--- src/rtl/xadc_wb_scanner_pkg.sv ---
// Shared constants for the XADC Wishbone scanner: DRP addresses, scan order,
// FSM encoding and channel index width.
package xadc_wb_scanner_pkg;

    localparam int unsigned IDX_W  = 2;
    localparam int unsigned NUM_CH = 4;

    localparam logic [7:0] XADC_ADR_TEMP   = 8'h80;
    localparam logic [7:0] XADC_ADR_VCCINT = 8'h81;
    localparam logic [7:0] XADC_ADR_VCCAUX = 8'h82;
    localparam logic [7:0] XADC_ADR_VBRAM  = 8'h86;

    // Entry i is polled at channel index i
    localparam logic [NUM_CH-1:0][7:0] SCAN_LIST = {
        XADC_ADR_VBRAM, XADC_ADR_VCCAUX, XADC_ADR_VCCINT, XADC_ADR_TEMP
    };

    localparam logic [1:0] ST_IDLE_ENC = 2'd0;
    localparam logic [1:0] ST_WAIT_ENC = 2'd1;
    localparam logic [1:0] ST_REQ_ENC  = 2'd2;
    localparam logic [1:0] ST_GAP_ENC  = 2'd3;

    typedef enum logic [1:0] {
        ST_IDLE = ST_IDLE_ENC,
        ST_WAIT = ST_WAIT_ENC,
        ST_REQ  = ST_REQ_ENC,
        ST_GAP  = ST_GAP_ENC
    } state_t;

endpackage

--- src/rtl/xadc_wb_scanner_if.sv ---
// Wishbone classic-cycle bus between the scanner (master) and the XADC responder.
interface xadc_wb_scanner_if #(
    parameter int unsigned aw = 8,
    parameter int unsigned dw = 16
) ();
    logic [aw-1:0] wbm_adr_o;
    logic [dw-1:0] wbm_dat_o;
    logic [3:0]    wbm_sel_o;
    logic          wbm_we_o;
    logic          wbm_cyc_o;
    logic          wbm_stb_o;
    logic [2:0]    wbm_cti_o;
    logic [1:0]    wbm_bte_o;
    logic [dw-1:0] wbm_dat_i;
    logic          wbm_ack_i;
    logic          wbm_err_i;
    logic          wbm_rty_i;

    modport master (
        output wbm_adr_o, wbm_dat_o, wbm_sel_o, wbm_we_o, wbm_cyc_o, wbm_stb_o,
               wbm_cti_o, wbm_bte_o,
        input  wbm_dat_i, wbm_ack_i, wbm_err_i, wbm_rty_i
    );

    modport slave (
        input  wbm_adr_o, wbm_dat_o, wbm_sel_o, wbm_we_o, wbm_cyc_o, wbm_stb_o,
               wbm_cti_o, wbm_bte_o,
        output wbm_dat_i, wbm_ack_i, wbm_err_i, wbm_rty_i
    );
endinterface

--- src/rtl/xadc_wb_scanner_cnt.sv ---
// Loadable down-counter that stops at zero and flags it.
module xadc_wb_scanner_cnt #(
    parameter int unsigned W = 8
) (
    input  logic         wb_clk_i,
    input  logic         async_rst_i,
    input  logic         wb_rst_i,
    input  logic         load,
    input  logic [W-1:0] load_val,
    input  logic         dec,
    output logic         zero_c
);
    logic [W-1:0] cnt_q;

    // Load has priority over decrement; the count parks at zero
    always_ff @(posedge wb_clk_i or posedge async_rst_i) begin
        if (async_rst_i) begin
            cnt_q <= '0;
        end else if (wb_rst_i) begin
            cnt_q <= '0;
        end else if (load) begin
            cnt_q <= load_val;
        end else if (dec && (cnt_q != '0)) begin
            cnt_q <= cnt_q - W'(1);
        end
    end

    assign zero_c = (cnt_q == '0);

endmodule

--- src/rtl/xadc_wb_scanner.sv ---
// Autonomous Wishbone initiator that polls XADC temp/VCCINT/VCCAUX/VBRAM via the
// DRP window and caches the 12-bit results. Optional temperature alarm with
// hysteresis is built when XADC_WB_SCANNER_TEMP_ALARM_EN is defined.
module xadc_wb_scanner
    import xadc_wb_scanner_pkg::*;
#(
    parameter int unsigned dw      = 16,
    parameter int unsigned aw      = 8,
    parameter int unsigned PERIOD  = 100000,
    parameter int unsigned TIMEOUT = 255
`ifdef XADC_WB_SCANNER_TEMP_ALARM_EN
    ,
    parameter logic [11:0] TEMP_HI = 12'hB00,
    parameter logic [11:0] TEMP_LO = 12'hA80
`endif
) (
    input  logic        wb_clk_i,
    input  logic        async_rst_i,
    input  logic        wb_rst_i,
    input  logic        enable_i,
    input  logic        start_i,
    xadc_wb_scanner_if.master wbm,
    output logic [11:0] temp_o,
    output logic [11:0] vccint_o,
    output logic [11:0] vccaux_o,
    output logic [11:0] vbram_o,
    output logic [3:0]  valid_o,
    output logic        scan_done_o,
    output logic        busy_o,
    output logic [7:0]  err_cnt_o
`ifdef XADC_WB_SCANNER_TEMP_ALARM_EN
    ,
    output logic        temp_alarm_o
`endif
);
    localparam int unsigned PER_W = $clog2(PERIOD);
    localparam int unsigned TO_W  = $clog2(TIMEOUT);

    state_t                     state_q, state_d;
    logic [IDX_W-1:0]           idx_q, idx_d;
    logic                       cyc_q, cyc_d;
    logic                       done_q, done_d;
    logic                       busy_q;
    logic [aw-1:0]              adr_q;
    logic [NUM_CH-1:0][11:0]    slot_q;
    logic [NUM_CH-1:0]          valid_q;
    logic [7:0]                 err_cnt_q;

    logic req_c, ok_c, fail_c;
    logic per_load_c, per_dec_c, per_zero_c, to_zero_c;
    logic unused_dat_c;

    // The DRP data sits in the upper 12 bits; the low nibble is never used
    assign unused_dat_c = ^wbm.wbm_dat_i[3:0];

    // Error beats ack; ack beats a timeout expiring in the same cycle
    assign req_c  = (state_q == ST_REQ);
    assign ok_c   = req_c & wbm.wbm_ack_i & ~wbm.wbm_err_i & ~wbm.wbm_rty_i;
    assign fail_c = req_c & (wbm.wbm_err_i | wbm.wbm_rty_i | (to_zero_c & ~wbm.wbm_ack_i));

    xadc_wb_scanner_cnt #(.W(PER_W)) u_period (
        .wb_clk_i    (wb_clk_i),
        .async_rst_i (async_rst_i),
        .wb_rst_i    (wb_rst_i),
        .load        (per_load_c),
        .load_val    (PER_W'(PERIOD - 1)),
        .dec         (per_dec_c),
        .zero_c      (per_zero_c)
    );

    // Reloaded in every non-REQ cycle so each transaction starts a fresh budget
    xadc_wb_scanner_cnt #(.W(TO_W)) u_timeout (
        .wb_clk_i    (wb_clk_i),
        .async_rst_i (async_rst_i),
        .wb_rst_i    (wb_rst_i),
        .load        (~req_c),
        .load_val    (TO_W'(TIMEOUT - 1)),
        .dec         (req_c),
        .zero_c      (to_zero_c)
    );

    // Next-state and next-output decode
    always_comb begin
        state_d    = state_q;
        idx_d      = idx_q;
        cyc_d      = 1'b0;
        done_d     = 1'b0;
        per_load_c = 1'b0;
        per_dec_c  = 1'b0;
        case (state_q)
            ST_IDLE: begin
                if (enable_i || start_i) begin
                    state_d = ST_REQ;
                    idx_d   = '0;
                    cyc_d   = 1'b1;
                end
            end
            ST_WAIT: begin
                if (per_zero_c || start_i) begin
                    state_d = ST_REQ;
                    idx_d   = '0;
                    cyc_d   = 1'b1;
                end else if (!enable_i) begin
                    state_d = ST_IDLE;
                end else begin
                    per_dec_c = 1'b1;
                end
            end
            ST_REQ: begin
                if (ok_c || fail_c) begin
                    state_d = ST_GAP;
                end else begin
                    cyc_d = 1'b1;
                end
            end
            ST_GAP: begin
                if (idx_q != IDX_W'(NUM_CH - 1)) begin
                    state_d = ST_REQ;
                    idx_d   = idx_q + IDX_W'(1);
                    cyc_d   = 1'b1;
                end else begin
                    state_d    = ST_WAIT;
                    done_d     = 1'b1;
                    per_load_c = 1'b1;
                end
            end
            default: state_d = ST_IDLE;
        endcase
    end

    // State and registered bus/status outputs
    always_ff @(posedge wb_clk_i or posedge async_rst_i) begin
        if (async_rst_i) begin
            state_q <= ST_IDLE;
            idx_q   <= '0;
            cyc_q   <= 1'b0;
            adr_q   <= '0;
            done_q  <= 1'b0;
            busy_q  <= 1'b0;
        end else if (wb_rst_i) begin
            state_q <= ST_IDLE;
            idx_q   <= '0;
            cyc_q   <= 1'b0;
            adr_q   <= '0;
            done_q  <= 1'b0;
            busy_q  <= 1'b0;
        end else begin
            state_q <= state_d;
            idx_q   <= idx_d;
            cyc_q   <= cyc_d;
            adr_q   <= cyc_d ? aw'(SCAN_LIST[idx_d]) : '0;
            done_q  <= done_d;
            busy_q  <= (state_d == ST_REQ) || (state_d == ST_GAP);
        end
    end

    // Result cache: ack updates the slot, failure only invalidates it
    always_ff @(posedge wb_clk_i or posedge async_rst_i) begin
        if (async_rst_i) begin
            slot_q    <= '0;
            valid_q   <= '0;
            err_cnt_q <= '0;
        end else if (wb_rst_i) begin
            slot_q    <= '0;
            valid_q   <= '0;
            err_cnt_q <= '0;
        end else if (ok_c) begin
            slot_q[idx_q]  <= wbm.wbm_dat_i[15:4];
            valid_q[idx_q] <= 1'b1;
        end else if (fail_c) begin
            valid_q[idx_q] <= 1'b0;
            if (err_cnt_q != 8'hFF) begin
                err_cnt_q <= err_cnt_q + 8'd1;
            end
        end
    end

`ifdef XADC_WB_SCANNER_TEMP_ALARM_EN
    // Hysteretic over-temperature flag, evaluated only on fresh temp captures
    always_ff @(posedge wb_clk_i or posedge async_rst_i) begin
        if (async_rst_i) begin
            temp_alarm_o <= 1'b0;
        end else if (wb_rst_i) begin
            temp_alarm_o <= 1'b0;
        end else if (ok_c && (idx_q == '0)) begin
            if (wbm.wbm_dat_i[15:4] > TEMP_HI) begin
                temp_alarm_o <= 1'b1;
            end else if (wbm.wbm_dat_i[15:4] < TEMP_LO) begin
                temp_alarm_o <= 1'b0;
            end
        end
    end
`endif

    assign wbm.wbm_adr_o = adr_q;
    assign wbm.wbm_dat_o = dw'(0);
    assign wbm.wbm_sel_o = 4'b0011;
    assign wbm.wbm_we_o  = 1'b0;
    assign wbm.wbm_cyc_o = cyc_q;
    assign wbm.wbm_stb_o = cyc_q;
    assign wbm.wbm_cti_o = 3'b000;
    assign wbm.wbm_bte_o = 2'b00;

    assign temp_o      = slot_q[0];
    assign vccint_o    = slot_q[1];
    assign vccaux_o    = slot_q[2];
    assign vbram_o     = slot_q[3];
    assign valid_o     = valid_q;
    assign scan_done_o = done_q;
    assign busy_o      = busy_q;
    assign err_cnt_o   = err_cnt_q;

endmodule

--- src/flat_wrapper.sv ---
// flat-port wrapper written by rule: the top's interface ports become plain ports
module xadc_wb_scanner_flat import xadc_wb_scanner_pkg::*;
#(
    parameter int unsigned dw      = 16,
    parameter int unsigned aw      = 8,
    parameter int unsigned PERIOD  = 100000,
    parameter int unsigned TIMEOUT = 255

)
  (wb_clk_i, async_rst_i, wb_rst_i, enable_i, start_i, temp_o, vccint_o, vccaux_o, vbram_o, valid_o, scan_done_o, busy_o, err_cnt_o, wbm_wbm_adr_o, wbm_wbm_dat_o, wbm_wbm_sel_o, wbm_wbm_we_o, wbm_wbm_cyc_o, wbm_wbm_stb_o, wbm_wbm_cti_o, wbm_wbm_bte_o, wbm_wbm_dat_i, wbm_wbm_ack_i, wbm_wbm_err_i, wbm_wbm_rty_i);
  xadc_wb_scanner_if #(.aw(aw), .dw(dw)) wbm_i ();
  input  logic wb_clk_i;
  input  logic async_rst_i;
  input  logic wb_rst_i;
  input  logic enable_i;
  input  logic start_i;
  output logic [11:0] temp_o;
  output logic [11:0] vccint_o;
  output logic [11:0] vccaux_o;
  output logic [11:0] vbram_o;
  output logic [3:0] valid_o;
  output logic scan_done_o;
  output logic busy_o;
  output logic [7:0] err_cnt_o;
  output wire logic [$bits(wbm_i.wbm_adr_o)-1:0] wbm_wbm_adr_o;
  output wire logic [$bits(wbm_i.wbm_dat_o)-1:0] wbm_wbm_dat_o;
  output wire logic [$bits(wbm_i.wbm_sel_o)-1:0] wbm_wbm_sel_o;
  output wire logic [$bits(wbm_i.wbm_we_o)-1:0] wbm_wbm_we_o;
  output wire logic [$bits(wbm_i.wbm_cyc_o)-1:0] wbm_wbm_cyc_o;
  output wire logic [$bits(wbm_i.wbm_stb_o)-1:0] wbm_wbm_stb_o;
  output wire logic [$bits(wbm_i.wbm_cti_o)-1:0] wbm_wbm_cti_o;
  output wire logic [$bits(wbm_i.wbm_bte_o)-1:0] wbm_wbm_bte_o;
  input wire logic [$bits(wbm_i.wbm_dat_i)-1:0] wbm_wbm_dat_i;
  input wire logic [$bits(wbm_i.wbm_ack_i)-1:0] wbm_wbm_ack_i;
  input wire logic [$bits(wbm_i.wbm_err_i)-1:0] wbm_wbm_err_i;
  input wire logic [$bits(wbm_i.wbm_rty_i)-1:0] wbm_wbm_rty_i;
  assign wbm_wbm_adr_o = wbm_i.wbm_adr_o;
  assign wbm_wbm_dat_o = wbm_i.wbm_dat_o;
  assign wbm_wbm_sel_o = wbm_i.wbm_sel_o;
  assign wbm_wbm_we_o = wbm_i.wbm_we_o;
  assign wbm_wbm_cyc_o = wbm_i.wbm_cyc_o;
  assign wbm_wbm_stb_o = wbm_i.wbm_stb_o;
  assign wbm_wbm_cti_o = wbm_i.wbm_cti_o;
  assign wbm_wbm_bte_o = wbm_i.wbm_bte_o;
  assign wbm_i.wbm_dat_i = wbm_wbm_dat_i;
  assign wbm_i.wbm_ack_i = wbm_wbm_ack_i;
  assign wbm_i.wbm_err_i = wbm_wbm_err_i;
  assign wbm_i.wbm_rty_i = wbm_wbm_rty_i;
  xadc_wb_scanner #(.dw(dw), .aw(aw), .PERIOD(PERIOD), .TIMEOUT(TIMEOUT)) u_core (.wb_clk_i(wb_clk_i), .async_rst_i(async_rst_i), .wb_rst_i(wb_rst_i), .enable_i(enable_i), .start_i(start_i), .wbm(wbm_i), .temp_o(temp_o), .vccint_o(vccint_o), .vccaux_o(vccaux_o), .vbram_o(vbram_o), .valid_o(valid_o), .scan_done_o(scan_done_o), .busy_o(busy_o), .err_cnt_o(err_cnt_o));
endmodule
--- config.mk ---
export PLATFORM = sky130hd
export DESIGN_NAME = xadc_wb_scanner_flat
export DESIGN_NICKNAME = d
export VERILOG_FILES = /design/src/rtl/xadc_wb_scanner_pkg.sv /design/src/rtl/xadc_wb_scanner_if.sv /design/src/rtl/xadc_wb_scanner_cnt.sv /design/src/rtl/xadc_wb_scanner.sv /design/src/flat_wrapper.sv
export SDC_FILE = /design/constraint.sdc
export NUM_CORES = 1
export LEC_CHECK = 0
export CORE_MARGIN = 3
export CORE_UTILIZATION = 40
export CTS_BUF_LIST = sky130_fd_sc_hd__clkbuf_4 sky130_fd_sc_hd__clkbuf_8 sky130_fd_sc_hd__clkbuf_16
export DETAILED_ROUTE_END_ITERATION = 8
export PLACE_DENSITY = 0.73
export SYNTH_ARGS = -nofsm -noshare
export SYNTH_HDL_FRONTEND = slang
export SYNTH_SLANG_ARGS = --single-unit
--- constraint.sdc ---
create_clock -name wb_clk_i -period 3.41 [get_ports wb_clk_i]
set_input_delay 0.682 -clock wb_clk_i [delete_from_list [all_inputs] [get_ports wb_clk_i]]
set_output_delay 0.682 -clock wb_clk_i [all_outputs]
set_load 0.01 [all_outputs]
==> flow_metrics.tcl <==
set metrics [dict create \
    fmax_mhz 397.1 \
    async_reset_ff_share_pct 100.0 \
    cp-start-kind "input port" \
    synthMuxAreaShare_pct 0.8884 \
    wl_per_cell_um 16.89 \
    area_growth_pct 27.07 \
    setup-tns-final_ps 0 \
    ys_seq_elements 95 \
    cts_resized 0 \
    tritoncts "done" \
    maxSlewHeadroom_pct 24.40 \
    yosysWarnings 0 \
    ir_worst_vdd_mv 0.3212 \
    endpoint_kind "register" \
    nNetsFinal 529 \
    grt_max_degree 56 \
    hold_buffers 0 \
    power.density_mw_per_mm2 419.1 \
    leakagePower_nw 2.543 \
    antenna_found_initial 0 \
    yosys.area_share.simple_pct 14.24 \
    htree_levels 3 \
    rrSetupSlack_ps 910 \
    initial_core_util_pct 41.21 \
    ys_seq_area_share_pct 52.75 \
    worstPathCellList "clkdlybuf4s50_1, nand4bb_1, nor3_1, o211ai_1, xor2_1, a21oi_1" \
    grt_usage_pct 17.51 \
    whs_endpoint "u_core.valid_o[0]" \
    path_buf_inv 1 \
    core-area_mm2 0.01094 \
    reg2reg_from "u_core.u_timeout.cnt_q[0]" \
    synth_top_family_by_area "compound AO/OA/AOI/OAI gates" \
    routed_via_density 5.386 \
    clock_sinks 95 \
    hold_viol_final 0 \
    slowest_delay_ps 670 \
    die-area_mm2 0.01258 \
    reg2regPathDepth 7 \
    min_from "u_core.valid_o[0]" \
    crit-reg2reg-capture "u_core.err_cnt_o[7]" \
    rows 38 \
    layout_commonest_cell "dfrtp_1" \
    critical-path-top-delay-family "simple AND/OR/NAND/NOR gates" \
    drtIter0Drc 193 \
    run_status "completed" \
    ios 122 \
    finalSetupViolCount 0 \
    cp_data_arrival_time_ps 2770 \
    yosysTopAreaCellShare_pct 52.75 \
    synthesis.area_mm2 0.004507 \
    maxCapViolations 0 \
    place_area_mm2 0.005428 \
    io_buffers 87 \
    slew_viol_final 0 \
    crit_slowest_cell "nor3_1" \
    cts_buffers 9 \
    yosys-top-cells-area "dfrtp_1 53%, a22o_1 9.5%, buf_4 5.3%, nor2_1 3.2%, xnor2_1 3.1%" \
    wl_um 10900 \
    grt_pass1_wl_um 18000 \
    ant_nets 0 \
    cts-root-buf "clkbuf_16" \
    clock_skew_ps 12.66 \
    whs_path_depth 1 \
    clockBufferDepth 2 \
    rsz0062_at_grt "no" \
    cts_setup_buffers 0 \
    crit_type "in2reg" \
    diodes 0 \
    min_period_over_period_pct 73.85 \
    worstMarginPinSlew_ps 1134 \
    synthAdderAreaFrac_pct 1.388 \
    synthXorXnorAreaFrac_pct 4.858 \
    drive_above_1_share_pct 8.119 \
    synth_area_leader_cell "dfrtp_1" \
    final_cell_mix "95 x dfrtp_1, 87 x clkdlybuf4s50_1, 49 x a22o_1, 39 x nor2_1, 30 x conb_1" \
    ys.flop_type "dfrtp_1" \
    die_height_um 112.1 \
    dp_hpwl_um 7464 \
    gp_congestion 0.8260 \
    clk_pin_slew_ps 70 \
    grt_pass1_vias 3518 \
    synth-compound-area-share_pct 17.82 \
    synth_cell_types 50 \
    fin_area_mm2 0.005727 \
    synth_edf_count 0 \
    fin_crit_ps 2518 \
    hold_class "reg2reg" \
    netlist_instances 417 \
    dr_total_vias 3474 \
    cp_max_fo 6 \
    die_x_um 112.1 \
    dr.pass1.iters 4 \
    gr-total-overflow 0 \
    cp_data_required_time_ps 3660 \
    post-route-drc-count 0 \
    clk_latency_ps 340 \
    avgSynthCellArea_um2 10.81 \
]
per-layer routing:
metal | GRT usage, % | vias to the layer above | routed length, um
met5 | 0 | - | 0
met4 | 5.449 | 0 | 135
met3 | 4.367 | 11 | 723
met2 | 27.97 | 113 | 5184
met1 | 23.65 | 1732 | 4852
li1 | - | 1618 | -
power breakdown:
| part | internal [W] | leakage [nW] | total [W] | switching (W) |
|---|---|---|---|---|
| logic | 0.0000917 | 1.09 | 0.000227 | 0.000136 |
| clock network | 0.000518 | 0.147 | 0.000997 | 0.000479 |
| registers | 0.00115 | 1.30 | 0.00118 | 0.0000275 |
| total | 0.00176 | 2.54 | 0.00240 | 0.000642 |
state kept, by name, summed over array words and instances (netlist names):
| signal | cells |
|---|---|
| u_core.busy_o | 1 |
| u_core.err_cnt_o | 8 |
| u_core.idx_q | 2 |
| u_core.scan_done_o | 1 |
| u_core.state_q | 2 |
| u_core.temp_o | 12 |
| u_core.u_period.cnt_q | 17 |
| u_core.u_timeout.cnt_q | 8 |
| u_core.valid_o | 4 |
| u_core.vbram_o | 12 |
| u_core.vccaux_o | 12 |
| u_core.vccint_o | 12 |
| u_core.wbm.wbm_adr_o | 4 |
worst max-delay path by stage:
| stage | cells after the start | slack (ps) | from | end |
|---|---|---|---|---|
| finish | 6 | 890 | start_i | u_core.u_period.cnt_q[7] |
| global placement | 3 | 660 | wb_rst_i | u_core.vccaux_o[5] |
| CTS | 7 | 920 | u_core.u_timeout.cnt_q[0] | u_core.err_cnt_o[7] |
| global route | 6 | 710 | start_i | u_core.u_period.cnt_q[7] |
| floorplan | 1 | 250 | async_rst_i | u_core.busy_o |
| detailed placement | 6 | 610 | start_i | u_core.u_period.cnt_q[7] |
cells by family after synthesis:
kind of cell    after synthesis
simple gates                118
compound gates              108
flops                        95
buf+inv                      60
xor+xnor                     25
fa+ha+maj                     5
mux                           4
other cells                   2
synthesized netlist by cell type, drive strengths merged, types with 2 or more instances:
cell type  instances
clkbuf            18
xor2               9
inv                6
nand3              2
nor2              39
mux2i              4
a31oi              3
a22o              49
nor4               9
nor3              13
o21ai             11
and2               2
conb               2
a211oi             7
a21oi             27
o211ai             3
a21o               4
nand2b             4
nor3b              6
xnor2             16
nand4              7
or4                4
dfrtp             95
buf               36
or3                2
nor2b              4
nand2             16
nand4b             2
nor4bb             3
ha                 5
through the flow:
| stage | util (%) | power (W) | hold WS [ps] | setup slack [ps] | cells |
|---|---|---|---|---|---|
| finish | 52.37 | 0.002400 | 496.7 | 891.7 | 645 |
| global route | 52.37 | 0.002496 | 531.6 | 705.8 | 645 |
| CTS | 52.37 | 0.002414 | 494.5 | 917.0 | 645 |
| detailed placement | 49.63 | 0.001425 | 466.6 | 606.3 | 629 |
| global placement | 49.63 | 0.001419 | 464.6 | 658.9 | 629 |
| floorplan | - | 0.001354 | 505.5 | 251.0 | 445 |
worst register-to-register path, stage by stage, from the launching register on:
cell and delay [ps]:
dfrtp_1 410, inv_1 90, ha_1 150, nor3b_1 660, a311oi_2 370, nor4_1 450, and3_1 210, nor3_1 50
area by class of cell:
cell class	instances	area, um2
Fill cell	961	5209
Sequential cell	95	2377
Multi-Input combinational cell	290	1886
Timing Repair Buffer	98	965.9
Clock buffer	9	225.2
Tap cell	140	175.2
Clock inverter	7	73.82
Inverter	6	23.77
No activity file was read; power rests on OpenSTA's default activity.
